### src/rtl/cmp_pkg.sv
// Shared definitions for the serial magnitude comparator.
//   - State encoding for the controller FSM (IDLE/RUN/DONE).
//   - Packed {E,G,L} result type and its equal/reset value.
package cmp_pkg;

  localparam logic [1:0] S_IDLE = 2'd0;
  localparam logic [1:0] S_RUN  = 2'd1;
  localparam logic [1:0] S_DONE = 2'd2;

  typedef enum logic [1:0] {
    StIdle = S_IDLE,
    StRun  = S_RUN,
    StDone = S_DONE
  } state_e;

  // Exactly one field is set at any time.
  typedef struct packed {
    logic e;
    logic g;
    logic l;
  } cmp_res_t;

  localparam cmp_res_t ResEqual = '{e: 1'b1, g: 1'b0, l: 1'b0};

endpackage

### src/rtl/digit_cmp.sv
// Combinational DIGIT-bit unsigned magnitude comparator.
// Ports:
//   x, y : DIGIT-bit digits to compare
//   E    : x == y
//   G    : x >  y
//   L    : x <  y
module digit_cmp #(
  parameter int unsigned DIGIT = 1
) (
  input  logic [DIGIT-1:0] x,
  input  logic [DIGIT-1:0] y,
  output logic             E,
  output logic             G,
  output logic             L
);

  assign E = (x == y);
  assign G = (x > y);
  assign L = (x < y);

endmodule

### src/rtl/serial_mag_comparator.sv
// Serial WIDTH-bit magnitude comparator, MSB-first, DIGIT bits per clock.
// A start pulse (accepted in IDLE or DONE) loads a/b/signed_mode; the FSM walks the digits
// through one shared digit_cmp and pulses done for one cycle with the result on E/not_E/G/L.
// Ports:
//   clk, reset          : clock, synchronous active-high reset
//   start               : request, sampled only in IDLE or DONE
//   signed_mode         : 1 = two's-complement operands (sampled with start)
//   a, b                : operands (sampled with start)
//   busy                : high while comparing
//   done                : one-cycle result-valid pulse
//   E, not_E, G, L      : registered result, held until the next done or reset
module serial_mag_comparator
  import cmp_pkg::*;
#(
  parameter int unsigned WIDTH      = 8,
  parameter int unsigned DIGIT      = 1,
  parameter int unsigned EARLY_EXIT = 1
) (
  input  logic             clk,
  input  logic             reset,
  input  logic             start,
  input  logic             signed_mode,
  input  logic [WIDTH-1:0] a,
  input  logic [WIDTH-1:0] b,
  output logic             busy,
  output logic             done,
  output logic             E,
  output logic             not_E,
  output logic             G,
  output logic             L
);

  localparam int unsigned NDIG  = WIDTH / DIGIT;
  localparam int unsigned CNT_W = (NDIG > 1) ? $clog2(NDIG) : 1;

  state_e           state_q, state_d;
  logic [WIDTH-1:0] sa_q, sa_d, sb_q, sb_d;
  logic [CNT_W-1:0] cnt_q, cnt_d;
  logic             decided_q, decided_d;
  cmp_res_t         first_q, first_d;  // result of the first unequal digit
  cmp_res_t         res_q, res_d;

  logic     dig_e, dig_g, dig_l;
  cmp_res_t dig_res;
  logic     load;

  digit_cmp #(
    .DIGIT(DIGIT)
  ) u_digit_cmp (
    .x(sa_q[WIDTH-1 -: DIGIT]),
    .y(sb_q[WIDTH-1 -: DIGIT]),
    .E(dig_e),
    .G(dig_g),
    .L(dig_l)
  );

  assign dig_res = '{e: dig_e, g: dig_g, l: dig_l};
  assign load    = start && ((state_q == StIdle) || (state_q == StDone));

  always_comb begin
    state_d   = state_q;
    sa_d      = sa_q;
    sb_d      = sb_q;
    cnt_d     = cnt_q;
    decided_d = decided_q;
    first_d   = first_q;
    res_d     = res_q;

    unique case (state_q)
      StIdle: begin
        if (start) state_d = StRun;
      end
      StRun: begin
        sa_d  = sa_q << DIGIT;
        sb_d  = sb_q << DIGIT;
        cnt_d = cnt_q - 1'b1;
        // Only the first unequal digit decides; later digits are don't-care.
        if (!decided_q && !dig_e) begin
          decided_d = 1'b1;
          first_d   = dig_res;
        end
        if ((EARLY_EXIT != 0) && !dig_e) begin
          res_d   = dig_res;
          state_d = StDone;
        end else if (cnt_q == '0) begin
          res_d   = decided_q ? first_q : dig_res;
          state_d = StDone;
        end
      end
      StDone: begin
        state_d = start ? StRun : StIdle;
      end
      default: state_d = StIdle;
    endcase

    if (load) begin
      // Flipping the sign bit maps two's complement onto offset binary, so the
      // unsigned digit compare orders signed operands correctly.
      sa_d            = a;
      sb_d            = b;
      sa_d[WIDTH-1]   = a[WIDTH-1] ^ signed_mode;
      sb_d[WIDTH-1]   = b[WIDTH-1] ^ signed_mode;
      cnt_d           = CNT_W'(NDIG - 1);
      decided_d       = 1'b0;
      first_d         = ResEqual;
    end
  end

  always_ff @(posedge clk) begin
    if (reset) begin
      state_q   <= StIdle;
      sa_q      <= '0;
      sb_q      <= '0;
      cnt_q     <= '0;
      decided_q <= 1'b0;
      first_q   <= ResEqual;
      res_q     <= ResEqual;
    end else begin
      state_q   <= state_d;
      sa_q      <= sa_d;
      sb_q      <= sb_d;
      cnt_q     <= cnt_d;
      decided_q <= decided_d;
      first_q   <= first_d;
      res_q     <= res_d;
    end
  end

  assign busy  = (state_q == StRun);
  assign done  = (state_q == StDone);
  assign E     = res_q.e;
  assign not_E = ~res_q.e;
  assign G     = res_q.g;
  assign L     = res_q.l;

endmodule

### config.mk
export PLATFORM = sky130hd
export DESIGN_NAME = serial_mag_comparator
export DESIGN_NICKNAME = d
export VERILOG_FILES = /design/src/rtl/cmp_pkg.sv /design/src/rtl/digit_cmp.sv /design/src/rtl/serial_mag_comparator.sv
export SDC_FILE = /design/constraint.sdc
export NUM_CORES = 1
export LEC_CHECK = 0
export CAP_MARGIN = 20
export CELL_PAD_IN_SITES_DETAIL_PLACEMENT = 1
export CELL_PAD_IN_SITES_GLOBAL_PLACEMENT = 1
export CORE_ASPECT_RATIO = 0.7
export CORE_MARGIN = 2
export CORE_UTILIZATION = 35
export CTS_CLUSTER_DIAMETER = 100
export DETAILED_ROUTE_END_ITERATION = 16
export GPL_TIMING_DRIVEN = 0
export MAX_ROUTING_LAYER = met4
export PLACE_DENSITY = 0.77
export SETUP_SLACK_MARGIN = 0.05
export SLEW_MARGIN = 40
export SYNTH_ARGS = -nofsm -noshare
export SYNTH_HDL_FRONTEND = slang
export SYNTH_HIERARCHICAL = 1
export SYNTH_SLANG_ARGS = --single-unit
### constraint.sdc
create_clock -name clk -period 4.2 [get_ports clk]
set_input_delay 0.84 -clock clk [delete_from_list [all_inputs] [get_ports clk]]
set_output_delay 0.84 -clock clk [all_outputs]
set_load 0.05 [all_outputs]
# Word-level counts from Yosys, hierarchy flattened
# Index checks and enable logic that the tools add are counted.
[totals]
regBits = 28
latch_bits = 0
mem_bits_rw = 0
mem_bits_ro = 0
inputBits = 20
out_inout_bits = 6
word_cells = 49
mem_count = 0
[op_classes]
add_sub_neg = 1
n_mul = 0
div_mod_pow = 0
n_lt_le_gt_ge = 2
n_eq_ne = 6
shift = 0
n_mux = 14
n_bitwise = 3
reduce_logical = 12
[op_table]
columns = ["operator", "count"]
rows = [
  ["$mux 8", 4],
  ["$mux 3", 5],
  ["$mux 2", 3],
  ["$pmux 2 s3", 1],
  ["$reduce_and 2->1", 3],
  ["$logic_not 3->1", 1],
  ["$ne 3x2->1 const B", 1],
  ["$sub 3x1->3 const B", 1],
  ["$eq 2x1->1 const B", 1],
  ["$eq 2x2->1 const B", 1],
  ["$logic_and 1x1->1", 2],
  ["$logic_not 1->1", 2],
  ["$logic_not 2->1", 1],
  ["$ne 2x1->1 const B", 1],
  ["$ne 2x2->1 const B", 1],
  ["$reduce_bool 2->1", 1],
  ["$reduce_or 2->1", 1],
  ["$xor 1x1->1", 2],
  ["$eq 1x1->1", 1],
  ["$gt 1x1->1", 1],
  ["$logic_or 1x1->1", 1],
  ["$lt 1x1->1", 1],
  ["$mux 1", 1],
  ["$not 1->1", 1],
]

# Depth between registers and ports, before layout
[depth]
depth_word = 4
ltp_mapped = 6
ltp_nobuf = 6

# By module
# The synthesis kept the hierarchy.
[modules_own_cells]
columns = ["mod", "n_inst", "cells_per_inst", "area_each_um2", "seq_area_each_um2"]
rows = [
  ["serial_mag_comparator", 1, 132, 1233.7, 560.5],
  ["digit_cmp", 1, 4, 32.5, 0.0],
]

# Worst setup path after synthesis
# OpenSTA, ideal clock, no wires.
[synth_timing]
path_type = "register -> output"
from = "register state_q[1]"
to = "output done"
arrival_ps = 1091
t_required_ps = 3360
slack_ps = 2269
path_stages_with_launch = 2
n_path_buf = 0
path_cell_list = "dfxtp_1 -> nor2b_1"
[synth_via]
elab_chain_len = 1
[synth_rtl]
columns = ["item", "line_no", "source"]
rows = [
  ["from (decl)", "serial_mag_comparator.sv:36", "state_e state_q, state_d;"],
  ["from (signal assigned)", "serial_mag_comparator.sv:111", "state_q <= StIdle;"],
  ["from (signal assigned)", "serial_mag_comparator.sv:119", "state_q <= state_d;"],
  ["$eq 2x2->1", "serial_mag_comparator.sv:130", "assign done = (state_q == StDone);"],
  ["to (decl)", "serial_mag_comparator.sv:26", "output logic done,"],
]
# Every way passes these cells.

# Worst setup path in the final report
[layout_timing]
from = "register state_q[1]"
to = "output busy"
[layout_via]
elab_chain_len = 1
[layout_rtl]
columns = ["item", "line_no", "source"]
rows = [
  ["$eq 2x1->1", "serial_mag_comparator.sv:129", "assign busy = (state_q == StRun);"],
  ["to (decl)", "serial_mag_comparator.sv:25", "output logic busy,"],
]
# Every way passes these cells.

==> qor.log <==
[sta] setup repair after global routing missed its margin false
[drt] antenna violation net count after detailed routing 0
[placement] Setup WS pre-CTS 1.74 ns
[sta] clock tree skew after final layout 0.00766 ns
[drt] DRC errors left 0
[power_and_ir_drop] clock network fraction of total power 26.2%
[power_and_ir_drop] part of the total power dissipated in sequential elements 47.6%
[sta] number of pins exceeding their max-slew limit in the final report 0
[layout] ant diodes 0
[setup_path] kind of critical path reg2out
[setup_path] arrival time at the worst endpoint 1.94 ns
[clock_network] clock slew at reported path FFs 0.10 ns
[power_and_ir_drop] areal power density over the cells 390 mW/mm^2
[yosys] cell types with the largest area share after synthesis sky130_fd_sc_hd__dfxtp_1, sky130_fd_sc_hd__a21oi_1, sky130_fd_sc_hd__a22oi_1, sky130_fd_sc_hd__nand3_1, sky130_fd_sc_hd__ha_1
[yosys] Mean Syn Cell Area 9.31 um^2
[yosys] count of synthesis-stage warnings from yosys 6
[sta] Max-slew headroom 65.2%
[global_route] global-route wire length before repair 5.13 mm
[global_route] vias in the first global route 1095
[power_and_ir_drop] leakage power 0.617 nW
[run_status] result of the run finished clean
[yosys] net count after synthesis 160
[sta] achievable clock frequency 0.360 GHz
[drt] total number of vias 1128
[sta] fraction of the cycle the final worst path needs 66.2%
[sta] Hold Vio Cnt, Final 0
[setup_path] Max FO, Critical Path 10
[die] I/O Pins 26
[placement] post-DP HPWL 2.37 mm
[yosys] post-synthesis cell type with the largest combined area sky130_fd_sc_hd__dfxtp_1
[yosys] Synth cell types 30
[drt] via density per instance 5.27
[yosys] Post-Syn Area 0.00127 mm^2
[power_and_ir_drop] power share of the combinational group 26.2%
[placement] dpl cell area 0.00157 mm^2
[layout] relative area change from synthesis to final layout 28.3%
[sta] count of final setup violators 0
[setup_path] worst path required time 3.36 ns
[power_and_ir_drop] internal power 443 uW
[power_and_ir_drop] maximum vdd drop 0.138 mV
[clock_network] cts bufs inserted 3
[die] area of the die 0.00412 mm^2
[yosys] register area share after synthesis 44.3%
[global_route] maximum number of pins on one net before global-route repair 16
[clock_network] number of clock sinks 28
[clock_network] Max H-tree Level 1
[die] die extent in y 54.3 um
[global_route] total congestion overflow 0
[power_and_ir_drop] share of total power consumed by net switching 30.0%
[drt] routed wire length per instance 15.1 um
[yosys] post-synthesis sequential element count 28
[yosys] Synth Instances 136
[drt] DRT Pass-1 Iters 4
[clock_network] hold buffers post-CTS 0
[die] DIE WIDTH 75.9 um
[drt] 1st-iter DRT viols 31
[global_route] initial antenna violation count 0
[die] effective utilization at floorplan 36.3%
[sta] setup_tns 0 ns
[layout] final cell utilization of the core 46.5%
[sta] slew at the pin closest to its max-slew limit 0.522 ns
[die] core area 0.00349 mm^2
[min_path] hold crit path type reg2reg
[clock_network] number of setup buffers added after CTS 0
[sta] final worst slack 1.42 ns
[clock_network] root buffer selected by CTS sky130_fd_sc_hd__clkbuf_8
[clock_network] Resized cells post-CTS 0
[clock_network] clock buffer depth 2
[yosys] portion of synthesized cell area occupied by the leading cell type 44.3%
[setup_path] endpoint type of the worst setup path primary output
[die] number of rows in the core area 18
[clock_network] clock latency on the worst-skew pair 0.27 ns
[sta] min cycle time layout 2.78 ns
[drt] Post-Route WL 3.23 mm
[placement] placer congestion estimate 0.806
[power_and_ir_drop] Net Switching 190 uW
[global_route] overall global routing resource usage 17.1%
[layout] summed area of non-filler cells in the final layout 0.00162 mm^2
[layout] ratio of cells with drive above 1 in the final layout 11.0%
[clock_network] TritonCTS clock tree yes
[run] Max-Cap Viols 0
[placement] quantity of I/O buffers inserted on ports 24
[layout] nets 189
[setup_path] CP startpoint kind flip-flop
==> path summary, 6_finish.rpt <==
path	startpoint	endpoint	slack [ns]	depth (start not counted)
worst max-delay path	state_q[1]	busy	1.42	4
worst min register to register	sa_q[6]	sa_q[6]	0.48	2
worst min-delay path	sa_q[6]	sa_q[6]	0.48	2
worst max register to register	sb_q[7]	first_q[1]	2.53	5
==> flip-flops by register name, summed over array words and instances, names as in the netlist <==
register,cells
state_q,2
G,1
sb_q,8
decided_q,1
sa_q,8
cnt_q,3
L,1
first_q,3
E,1
==> Yosys cell counts (all sizes together) <==
cell	instances
a211oi	1
nand3	14
o22ai	2
ha	4
nor2	2
xor2	2
nor2b	3
nand2b	5
a31oi	2
nor3	8
mux2i	4
a22oi	12
a21boi	1
clkbuf	1
a311o	1
dfxtp	28
a311oi	2
o21ai	1
a21oi	18
buf	10
o21a	1
inv	8
nand2	5
nor4b	1
==> per-layer routing <==
layer / wire length [um] / up-vias / GRT usage [%]
li1: - / 541 / -
met1: 1580 / 553 / 22.2
met2: 1490 / 32 / 28.0
met3: 142 / 2 / 3.87
met4: 11 / 0 / 2.63
met5: 0 / - / -
==> layout make-up <==
type	count	area [um^2]
fill	400	1870
multi-input combinational	89	591
sequential	28	561
timing repair buffer	24	240
buffer	11	82.6
tap	50	62.6
clock buffer	4	55.1
inverter	8	32.5
==> through the flow <==
stage / hold WS (ns) / std cells / total power [mW]
after global routing: 0.496 / 214 / 0.666
after floorplan: 0.443 / 136 / 0.416
final: 0.477 / 214 / 0.633
after CTS: 0.476 / 214 / 0.641
after detailed placement: 0.461 / 210 / 0.473
after global placement: 0.456 / 210 / 0.465
==> placed cells by master (no fill, tap or decap) <==
cell                              synthesis  final
sky130_fd_sc_hd__nor2b_1                  3      3
sky130_fd_sc_hd__nor2_1                   2      2
sky130_fd_sc_hd__buf_4                    2      2
sky130_fd_sc_hd__nor3_2                   2      2
sky130_fd_sc_hd__clkbuf_8                 0      4
sky130_fd_sc_hd__clkdlybuf4s50_1          0     24
sky130_fd_sc_hd__buf_6                    4      4
sky130_fd_sc_hd__a311o_1                  1      1
sky130_fd_sc_hd__nand2_1                  5      5
sky130_fd_sc_hd__nand3_1                 14     14
sky130_fd_sc_hd__a21boi_0                 1      1
sky130_fd_sc_hd__a31oi_1                  2      2
sky130_fd_sc_hd__a311oi_1                 2      2
sky130_fd_sc_hd__inv_4                    1      1
sky130_fd_sc_hd__o21a_1                   1      1
sky130_fd_sc_hd__inv_1                    7      7
sky130_fd_sc_hd__o22ai_1                  2      2
sky130_fd_sc_hd__buf_1                    1      1
sky130_fd_sc_hd__xor2_1                   2      2
sky130_fd_sc_hd__o21ai_0                  1      1
sky130_fd_sc_hd__ha_1                     4      4
sky130_fd_sc_hd__buf_2                    3      3
sky130_fd_sc_hd__a21oi_1                 18     18
sky130_fd_sc_hd__nor3_1                   6      6
sky130_fd_sc_hd__dfxtp_1                 28     28
sky130_fd_sc_hd__a22oi_1                 12     12
sky130_fd_sc_hd__nand2b_2                 1      1
sky130_fd_sc_hd__a211oi_1                 1      1
sky130_fd_sc_hd__mux2i_1                  4      4
sky130_fd_sc_hd__nor4b_4                  1      1
sky130_fd_sc_hd__nand2b_1                 4      4
sky130_fd_sc_hd__clkbuf_1                 1      1
==> power by group through the flow <==
stage / combinational, mW / sequential (mW) / clock (mW)
2_1_floorplan: 0.101 / 0.315 / 0
3_3_place_gp: 0.159 / 0.306 / 0
3_5_place_dp: 0.165 / 0.308 / 0
4_1_cts: 0.168 / 0.302 / 0.171
5_1_grt: 0.182 / 0.304 / 0.180
6_report: 0.166 / 0.301 / 0.166
==> worst max-delay path, stage by stage (launching register included) <==
cell,delay (ns)
sky130_fd_sc_hd__dfxtp_1,0.35
sky130_fd_sc_hd__nand2b_2,0.22
sky130_fd_sc_hd__inv_4,0.12
sky130_fd_sc_hd__buf_6,0.16
sky130_fd_sc_hd__clkdlybuf4s50_1,0.81
==> logic make-up (layout without fill, tap and decap cells) <==
logic type	Yosys count	count (layout)	share of synthesized area (%)
XOR/XNOR	2	2	1.38
adder cells (fa/ha/maj)	4	4	3.95
multiplexers	4	4	3.16
AND/OR/NAND/NOR	38	38	17.6
flip-flops	28	28	44.3
buffers and inverters	19	47	9.09
AO/OA/AOI/OAI	41	41	20.6
(Power assumes the default switching activity.)
